--- src/rtl/seq_add_sub_pkg.sv ---
// Shared definitions for the chunked adder/subtractor: FSM encoding,
// mode constants and the operand/chunk width legality check.
package seq_add_sub_pkg;

  typedef enum logic {
    ST_IDLE = 1'b0,
    ST_RUN  = 1'b1
  } state_e;

  localparam logic MODE_ADD = 1'b0;
  localparam logic MODE_SUB = 1'b1;

  function automatic bit chunking_legal(input int n, input int w);
    return (w >= 1) && (w <= n) && ((n % w) == 0);
  endfunction

endpackage

--- src/rtl/seq_add_sub_csa.sv ---
// Conditional-sum adder slice: both carry-in outcomes are formed in
// parallel and the real carry-in only drives the final select.
module seq_add_sub_csa #(
  parameter int N = 4
) (
  input  logic [N-1:0] a_i,
  input  logic [N-1:0] b_i,
  input  logic         ci_i,
  output logic [N-1:0] s_o,
  output logic         co_o
);

  logic [N:0] sum0_s;
  logic [N:0] sum1_s;

  // Precompute both candidate sums, then select on the incoming carry.
  always_comb begin
    sum0_s = {1'b0, a_i} + {1'b0, b_i};
    sum1_s = sum0_s + {{N{1'b0}}, 1'b1};
    if (ci_i) begin
      s_o  = sum1_s[N-1:0];
      co_o = sum1_s[N];
    end else begin
      s_o  = sum0_s[N-1:0];
      co_o = sum0_s[N];
    end
  end

endmodule

--- src/rtl/seq_add_sub.sv ---
// Multi-cycle N-bit add/subtract, W bits per clock through one shared slice,
// with start/busy/done handshake and registered sum/co/ovf.
module seq_add_sub
  import seq_add_sub_pkg::*;
#(
  parameter int N = 16,
  parameter int W = 4
) (
  input  logic         clk,
  input  logic         reset_n,
  input  logic         start,
  input  logic         sub,
  input  logic [N-1:0] a,
  input  logic [N-1:0] b,
  input  logic         ci,
  output logic         busy,
  output logic         done,
  output logic [N-1:0] sum,
  output logic         co,
  output logic         ovf
);

  localparam int CHUNKS = N / W;
  localparam int KW     = $clog2(CHUNKS) + 1;
  localparam logic [KW-1:0] K_LAST     = KW'(CHUNKS - 1);
  localparam logic [N-1:0]  CHUNK_MASK = N'({W{1'b1}});

  generate
    if (!chunking_legal(N, W)) begin : g_illegal_chunking
      $error("seq_add_sub: N must be a non-zero multiple of W with 1 <= W <= N");
    end
  endgenerate

  state_e        state_q;
  logic [KW-1:0] k_q;
  logic [N-1:0]  a_q;
  logic [N-1:0]  b_q;
  logic [N-1:0]  res_q;
  logic          carry_q;
  logic          busy_q;
  logic          done_q;
  logic [N-1:0]  sum_q;
  logic          co_q;
  logic          ovf_q;

  logic [31:0]   base_s;
  logic [W-1:0]  a_chunk_s;
  logic [W-1:0]  b_chunk_s;
  logic [W-1:0]  slice_sum_s;
  logic          slice_co_s;
  logic [N-1:0]  res_d;

  // Select the active chunk and merge the slice result into the running result.
  always_comb begin
    base_s    = 32'(k_q) * 32'(W);
    a_chunk_s = W'(a_q >> base_s);
    b_chunk_s = W'(b_q >> base_s);
    res_d     = (res_q & ~(CHUNK_MASK << base_s)) | (N'(slice_sum_s) << base_s);
  end

  seq_add_sub_csa #(.N(W)) u_csa (
    .a_i  (a_chunk_s),
    .b_i  (b_chunk_s),
    .ci_i (carry_q),
    .s_o  (slice_sum_s),
    .co_o (slice_co_s)
  );

  // Control FSM, operand/carry latches and registered result outputs.
  always_ff @(posedge clk) begin
    if (!reset_n) begin
      state_q <= ST_IDLE;
      k_q     <= {KW{1'b0}};
      a_q     <= {N{1'b0}};
      b_q     <= {N{1'b0}};
      res_q   <= {N{1'b0}};
      carry_q <= 1'b0;
      busy_q  <= 1'b0;
      done_q  <= 1'b0;
      sum_q   <= {N{1'b0}};
      co_q    <= 1'b0;
      ovf_q   <= 1'b0;
    end else begin
      done_q <= 1'b0;
      case (state_q)
        ST_IDLE: begin
          if (start) begin
            a_q     <= a;
            b_q     <= (sub == MODE_SUB) ? ~b : b;
            carry_q <= (sub == MODE_SUB) ? 1'b1 : ci;
            k_q     <= {KW{1'b0}};
            busy_q  <= 1'b1;
            state_q <= ST_RUN;
          end
        end
        ST_RUN: begin
          res_q   <= res_d;
          carry_q <= slice_co_s;
          if (k_q == K_LAST) begin
            // b_q already holds the inverted operand in subtract mode.
            sum_q   <= res_d;
            co_q    <= slice_co_s;
            ovf_q   <= (a_q[N-1] == b_q[N-1]) && (res_d[N-1] != a_q[N-1]);
            done_q  <= 1'b1;
            busy_q  <= 1'b0;
            k_q     <= {KW{1'b0}};
            state_q <= ST_IDLE;
          end else begin
            k_q <= k_q + KW'(1);
          end
        end
        default: begin
          state_q <= ST_IDLE;
          busy_q  <= 1'b0;
          k_q     <= {KW{1'b0}};
        end
      endcase
    end
  end

  assign busy = busy_q;
  assign done = done_q;
  assign sum  = sum_q;
  assign co   = co_q;
  assign ovf  = ovf_q;

endmodule

--- config.mk ---
export PLATFORM = sky130hd
export DESIGN_NAME = seq_add_sub
export DESIGN_NICKNAME = d
export VERILOG_FILES = /design/src/rtl/seq_add_sub_pkg.sv /design/src/rtl/seq_add_sub_csa.sv /design/src/rtl/seq_add_sub.sv
export SDC_FILE = /design/constraint.sdc
export NUM_CORES = 1
export LEC_CHECK = 0
export ABC_AREA = 1
export CORE_MARGIN = 3
export CORE_UTILIZATION = 50
export CTS_BUF_LIST = sky130_fd_sc_hd__clkbuf_2 sky130_fd_sc_hd__clkbuf_4 sky130_fd_sc_hd__clkbuf_8
export DETAILED_ROUTE_END_ITERATION = 7
export PLACE_DENSITY = 0.77
export SYNTH_ARGS = -nofsm -noshare
export SYNTH_HDL_FRONTEND = slang
export SYNTH_SLANG_ARGS = --single-unit
--- constraint.sdc ---
create_clock -name clk -period 2.6 [get_ports clk]
set_clock_uncertainty 0.15 [all_clocks]
set_input_delay 0.26 -clock clk [delete_from_list [all_inputs] [get_ports clk]]
set_output_delay 0.26 -clock clk [all_outputs]
set_load 0.005 [all_outputs]
==> summary.md, run 1 <==
| Metric | Value |
|---|---|
| Result of the run | finished with violations |
| Violated checks | setup timing |
| Switching share of power | 0.300 |
| Worst-case clock buffer depth | 2 |
| First-pass GRT wire length | 14.6 mm |
| Number of levels in the clock H-tree | 3 |
| Worst-margin pin slew | just under 0.7 ns |
| Total I/O pin count | between 50 and 60 |
| Sequential Area | 1450 um2 |
| WL final | 9.38 mm |
| Die Y | 89.1 um |
| Area growth from synthesis to layout | 38.2% |
| Most frequent cells in the layout | 69 x dfxtp_1, 58 x nor2_1, 56 x clkdlybuf4s50_1 |
| Worst Path Max Fanout | 6 |
| Worst-path cell chain | buf_8 -> buf_6 -> buf_4 -> o21ai_2 -> o21ai_2 -> fa_2 -> buf_6 -> ha_4 -> nand2_2 -> nand2_2 -> nand2_4 -> nor2_4 -> a22oi_2 -> a21o_1 -> inv_1 |
| Relative max-transition margin | 0.539 |
| Worst-skew pair later-pin latency | between 0.3 and 0.4 ns |
| Initial DRC count | 211 |
| Number of setup violations in the final report | 25 |
| Total global-route track usage | 0.236 |
| HPWL after DPL | 5.96 mm |
| Number of placed instances with taps included | 592 |
| Die boundary width | 89.1 um |
| Count of final hold-check violations | 0 |
| Share of final-layout standard cells stronger than drive strength 1 | 0.230 |
| Power density over cell area | about 640 nW/um2 |
| CP Capture Type | flop |
| Unrepaired setup endpoints after global routing | yes |
| CTS Hold Bufs | 0 |
| Final estimated routing congestion in global placement | 0.827 |
| Sequential fraction of design power | 0.399 |
| Total net switching power | 0.920 mW |
| Net count of the finished layout | a little under 600 |
| CTS tree | done |
| Yosys reg bits | 72 |
| Time the final worst path needs with I/O delays and setup | 2.73 ns |
| Total clock buffers created by CTS | 9 |
| Share of power burned in combinational logic | 0.276 |
| Number of antenna diodes | 0 |
| Antenna violations before repair | 0 |
| Clock transition at the registers of the reported paths | approximately 0.07 ns |
| Effective utilization at floorplan | 0.529 |
| Required time at the worst-slack endpoint | 2.70 ns |
| Total area of multi-input combinational cells | 1930 um2 |
| Max Slew Vio Count | 0 |
| Number of iterations in the first detailed-routing pass | 5 |
| Placement row count | 29 |
| Number of port buffers | 56 |
| Arrival @ worst endpoint | 2.83 ns |
| Crit path largest cell delay | 0.52 ns |
| DP Area | about 4200 um2 |
| Most common cell after layout, fill and taps aside | dfxtp_1 |
| Maximum clock frequency | around 370 MHz |
| Number of cells on the worst hold path | 2 |
| Clock group share of total power | 0.325 |
| Netlist area before placement | 3460 um2 |
| Final non-filler cell area | 4780 um2 |
| PnR worst setup slack | -0.132 ns |
| Maximum resistive drop on vdd | 0.342 mV |
| Post-Route Hold Slack | between 0.3 and 0.4 ns |
| Synthesis Warnings | 0 |
| Final worst path period share | 1.05 |
| Clk sink count | 72 |
| Max_cap viols | 0 |
| Die footprint | 7950 um2 |
| Seq/Total Area, Yosys | 0.417 |
| Cell count of the worst reg-to-reg path | 15 |
| Cell with the largest stage delay on the worst path | fa_2 |
| Vias in the first global route | 3099 |
| Number of distinct standard cells referenced by the synthesized netlist | 30 |
| Number of nets still failing antenna checks after routing | 0 |
| Leakage power | 2.04 nW |
| DRC violations left | 0 |
| CTS Root Cell | clkbuf_8 |
| Total Negative Setup Slacks | -2.29 ns |
| Post-synthesis cell count | 458 |
| Number of non-filler instances in the completed layout | 616 |
| Worst-case setup slack after placement | -0.137 ns |
| Worst setup SP type | flop |
| Number of filler instances in the final layout | 483 |
| Path type of the worst min-delay path | flop to flop |
| Mapped Avg Cell Area | ~7.5 um2 |
| Vias | 3386 |
| Area inside the core boundary | 6530 um2 |
| Largest net degree at the start of global routing | 51 |
| Internal cell power | 2.15 mW |
| Global-route congestion overflow total | 0 |
| Routed wire per std cell | 15.2 um |
| Net count after synthesis | 505 |
| Crit Path Class | flop to flop |
| Vias per std cell | 5.50 |
| Total power after layout | ~3.1 mW |
| Layout Utilization | 0.731 |
[worst max-delay path: cells and delay by family, from the launching register on]
kind	cells	cell delay, ns
AOI/OAI and AO/OA	4	0.57
adders and majority gates	2	0.68
buffers and inverters	5	0.57
DFF	1	0.38
and+or+nand+nor	4	0.27
[kinds of logic after synthesis]
| group | synth area share |
|---|---|
| fa+ha+maj | 0.0384 |
| buf+inv | 0.0967 |
| flops | 0.417 |
| compound gates | 0.226 |
| xor+xnor | 0.0456 |
| simple gates | 0.176 |
[Yosys cell counts]
| cell type | n | area [um2] |
|---|---|---|
| nor2_1 | 64 | 240 |
| nand3_1 | 12 | 60.1 |
| nand2_1 | 45 | 169 |
| a211oi_1 | 1 | 7.51 |
| nor2_2 | 4 | 25.0 |
| a21oi_1 | 41 | 205 |
| xnor2_1 | 18 | 158 |
| a22o_1 | 8 | 70.1 |
| inv_4 | 1 | 6.26 |
| o22ai_2 | 1 | 12.5 |
| nor2_4 | 2 | 22.5 |
| clkinv_1 | 1 | 3.75 |
| clkbuf_1 | 16 | 60.1 |
| a21o_1 | 3 | 22.5 |
| o21ai_0 | 67 | 335 |
| buf_4 | 2 | 15.0 |
| o22ai_1 | 9 | 56.3 |
| fa_1 | 1 | 20.0 |
| clkbuf_8 | 1 | 13.8 |
| nor2_8 | 1 | 20.0 |
| nand2_2 | 5 | 31.3 |
| inv_2 | 3 | 11.3 |
| ha_1 | 9 | 113 |
| buf_2 | 5 | 25.0 |
| dfxtp_1 | 72 | 1440 |
| o21ai_1 | 7 | 35.0 |
| inv_1 | 51 | 191 |
| clkbuf_4 | 1 | 7.51 |
| a22oi_2 | 3 | 37.5 |
| nand3_2 | 4 | 40.0 |
[final timing paths]
kind,start,endpoint,slack [ns]
max,k_q[0],res_q[2],-0.13
min,sum[15],sum[15],0.31
max reg2reg,k_q[0],res_q[2],-0.13
min reg2reg,sum[15],sum[15],0.31
[final cells by class]
class | instances | area share
multi-input combinational | 305 | 0.405
inverter | 56 | 0.0453
tap | 77 | 0.0202
clock inverter | 3 | 0.0136
timing repair buffer | 90 | 0.178
timing repair inverter | 1 | 0.00157
sequential | 72 | 0.303
clock buffer | 12 | 0.0333
[routing by layer]
layer,global-route usage,routed length [um],vias to the layer above,share of wire
met2,0.374,4480,134,0.48
met3,0.0581,579,33,0.062
li1,-,-,1647,-
met4,0.120,360,0,0.038
met1,0.298,3970,1572,0.42
met5,0,0,-,0
[registers in the layout, summed over array words and instances (netlist names)]
name / flops
a_q: 16
b_q: 16
sum: 16
res_q: 15
k_q: 3
busy: 1
carry_q: 1
co: 1
done: 1
ovf: 1
state_q: 1
[power groups by stage]
stage | Sequential (mW) | Clock [mW] | Combinational [mW]
6_report | 1.23 | 0.996 | 0.847
5_1_grt | 1.23 | 1.06 | 0.920
4_1_cts | 1.22 | 1.01 | 0.673
3_5_place_dp | 1.24 | 0 | 0.589
3_3_place_gp | 1.24 | 0 | 0.571
2_1_floorplan | 1.22 | 0 | 0.417
[what timing repair did]
item | CTS | global route
endpoints found under the setup margin | 26 | 26
buffers inserted | 5 | 4
gates cloned | 1 | 0
resized for setup | 45 | 47
pin swaps | 23 | 22
No activity file was read; power rests on OpenSTA's default activity.
==> inputs of run 2 (changes only) <==
CELL_PAD_IN_SITES_DETAIL_PLACEMENT = 0   (was unset)
CELL_PAD_IN_SITES_GLOBAL_PLACEMENT = 1   (was unset)
CORE_UTILIZATION = 36   (was 50)
PLACE_DENSITY = 0.76   (was 0.77)
==> summary.md, run 2 (synthesized netlist as in run 1, its figures left out) <==
| Metric | Value |
|---|---|
| Power density over cell area | 609 nW/um2 (-5.2%) |
| CTS Hold Bufs | 0 (unchanged) |
| Worst setup SP type | flop |
| PnR worst setup slack | -0.0583 ns (+0.0738 ns) |
| Worst Path Max Fanout | 6 (unchanged) |
| Area growth from synthesis to layout | 35.3% |
| Arrival @ worst endpoint | 2.80 ns (-0.03 ns) |
| Relative max-transition margin | 0.538 (-0.00136) |
| Initial DRC count | 101 (-52%) |
| Most frequent cells in the layout | 70 x dfxtp_1, 58 x nor2_1, 56 x clkdlybuf4s50_1 |
| Vias in the first global route | 3051 (-1.5%) |
| Number of cells on the worst hold path | 2 (unchanged) |
| Layout Utilization | 0.504 (-0.228) |
| Total power after layout | 2.85 mW (-7.2%) |
| Buffers plus inverters on the worst setup path | 2 (-3) |
| Cell count of the worst reg-to-reg path | 15 (unchanged) |
| Number of port buffers | 56 (unchanged) |
| Violated checks | setup timing |
| Final worst path period share | 1.02 (-0.0284) |
| Crit path largest cell delay | 0.64 ns (+0.12 ns) |
| Number of setup violations in the final report | 17 (-32%) |
| Clock transition at the registers of the reported paths | 0.08 ns (about the same) |
| Clk sink count | 72 (unchanged) |
| CTS tree | done |
| Worst-skew pair later-pin latency | 0.35 ns (about the same) |
| Most common cell after layout, fill and taps aside | dfxtp_1 |
| Number of levels in the clock H-tree | 3 (unchanged) |
| WL final | 8.61 mm (-8.2%) |
| Time the final worst path needs with I/O delays and setup | 2.66 ns (-0.0738 ns) |
| Number of nets still failing antenna checks after routing | 0 (unchanged) |
| DRC violations left | 0 (unchanged) |
| Crit Path Class | flop to flop |
| Post-Route Hold Slack | 0.306 ns (-0.00218 ns) |
| Result of the run | finished with violations |
| Net count of the finished layout | 577 (-0.86%) |
| Share of final-layout standard cells stronger than drive strength 1 | 0.200 (-0.0301) |
| Number of antenna diodes | 0 (unchanged) |
| CTS Root Cell | clkbuf_8 |
| Largest net degree at the start of global routing | 51 (unchanged) |
| Crit path depth | 15 (unchanged) |
| Dominant delay contributor by cell family on the critical path | simple AND/OR/NAND/NOR gates |
| Effective utilization at floorplan | 0.372 (-0.157) |
| Die footprint | 10800 um2 (+36%) |
| Total global-route track usage | 0.162 (-0.0745) |
| Total Negative Setup Slacks | -0.464 ns (+1.83 ns) |
| Maximum clock frequency | 376 MHz (+2.8%) |
| Final estimated routing congestion in global placement | 0.814 (-1.6%) |
| CP Capture Type | flop |
| Required time at the worst-slack endpoint | 2.75 ns (+0.05 ns) |
| Routed wire per std cell | 13.0 um (-15%) |
| Die boundary width | 104 um (+17%) |
| Total clock buffers created by CTS | 9 (unchanged) |
| Max_cap viols | 0 (unchanged) |
| Worst-case clock buffer depth | 2 (unchanged) |
| Maximum resistive drop on vdd | 0.349 mV (+2.0%) |
| Total I/O pin count | 57 (unchanged) |
| Max Slew Vio Count | 0 (unchanged) |
| Area inside the core boundary | 9280 um2 (+42%) |
| HPWL after DPL | 6.18 mm (+3.6%) |
| Worst-path cell chain | clkinvlp_4 -> buf_4 -> o21ai_1 -> a21oi_2 -> fa_2 -> nand3_2 -> nor2_2 -> nand3_2 -> nand2_4 -> nand3_4 -> nand2_2 -> nand2_1 -> nand2_1 -> nand2_1 -> nand2_1 |
| Worst-margin pin slew | 0.693 ns (+0.00205 ns) |
| Vias | 3166 (-6.5%) |
| First-pass GRT wire length | 14.4 mm (-1.7%) |
| Die Y | 104 um (+17%) |
| Count of final hold-check violations | 0 (unchanged) |
| Path type of the worst min-delay path | flop to flop |
| Global-route congestion overflow total | 0 (unchanged) |
| Leakage power | 1.99 nW (-2.5%) |
| Placement row count | 35 (+21%) |
| Antenna violations before repair | 0 (unchanged) |
| Number of iterations in the first detailed-routing pass | 4 (-1) |
| Cell seen most often among critical-path stages | nand2_1 |
| Unrepaired setup endpoints after global routing | yes |
| Vias per std cell | 4.77 (-13%) |
| Cell with the largest stage delay on the worst path | fa_2 |
[run 2: cell type report]
| cell class | instances | area [um2] |
|---|---|---|
| clock inverter | 6 | 58.8 |
| fill | 922 | 4610 |
| timing repair inverter | 1 | 7.51 |
| sequential | 72 | 1450 |
| timing repair buffer | 85 | 787 |
| multi-input combinational | 305 | 1860 |
| inverter | 56 | 216 |
| tap | 129 | 161 |
| clock buffer | 10 | 138 |
[run 2: timing repair]
item,in CTS,in global routing
cloned,2,0
endpoints found under the setup margin,25,26
pin swaps,19,16
gates resized for setup,40,25
buffers inserted,4,2
[run 2: metrics by stage]
step	cell area, um2	worst slack, ns	instances
4_1_cts	4560	-0.00699	662
5_1_grt	4670	-0.226	664
3_3_place_gp	4220	-0.0842	640
6_report	4670	-0.0583	664
3_5_place_dp	4220	-0.146	640
2_1_floorplan	3460	0.0114	458
[run 2: metal layers]
metal / GRT usage / part of all wire
met5: 0 / 0
met4: 0.0608 / 0.018
met3: 0.0298 / 0.046
met2: 0.270 / 0.48
met1: 0.208 / 0.46
[run 2: where the power goes]
group	leakage, nW	switching [mW]	total (mW)	internal [mW]
Combinational	1.30	0.409	0.737	0.328
Clock	0.106	0.427	0.891	0.464
Sequential	0.593	0.0495	1.22	1.17
[run 2: path summary, 6_finish.rpt]
kind | start | endpoint | slack [ns]
hold reg to reg | sum[3] | sum[3] | 0.31
hold / removal | sum[3] | sum[3] | 0.31
setup reg to reg | k_q[0] | ovf | -0.06
setup / recovery | k_q[0] | ovf | -0.06
[run 2: worst min-delay path, cell delays in order (launching register included)]
cell	delay (ns)
dfxtp_1	0.32
nand2_1	0.06
nand2_1	0.04
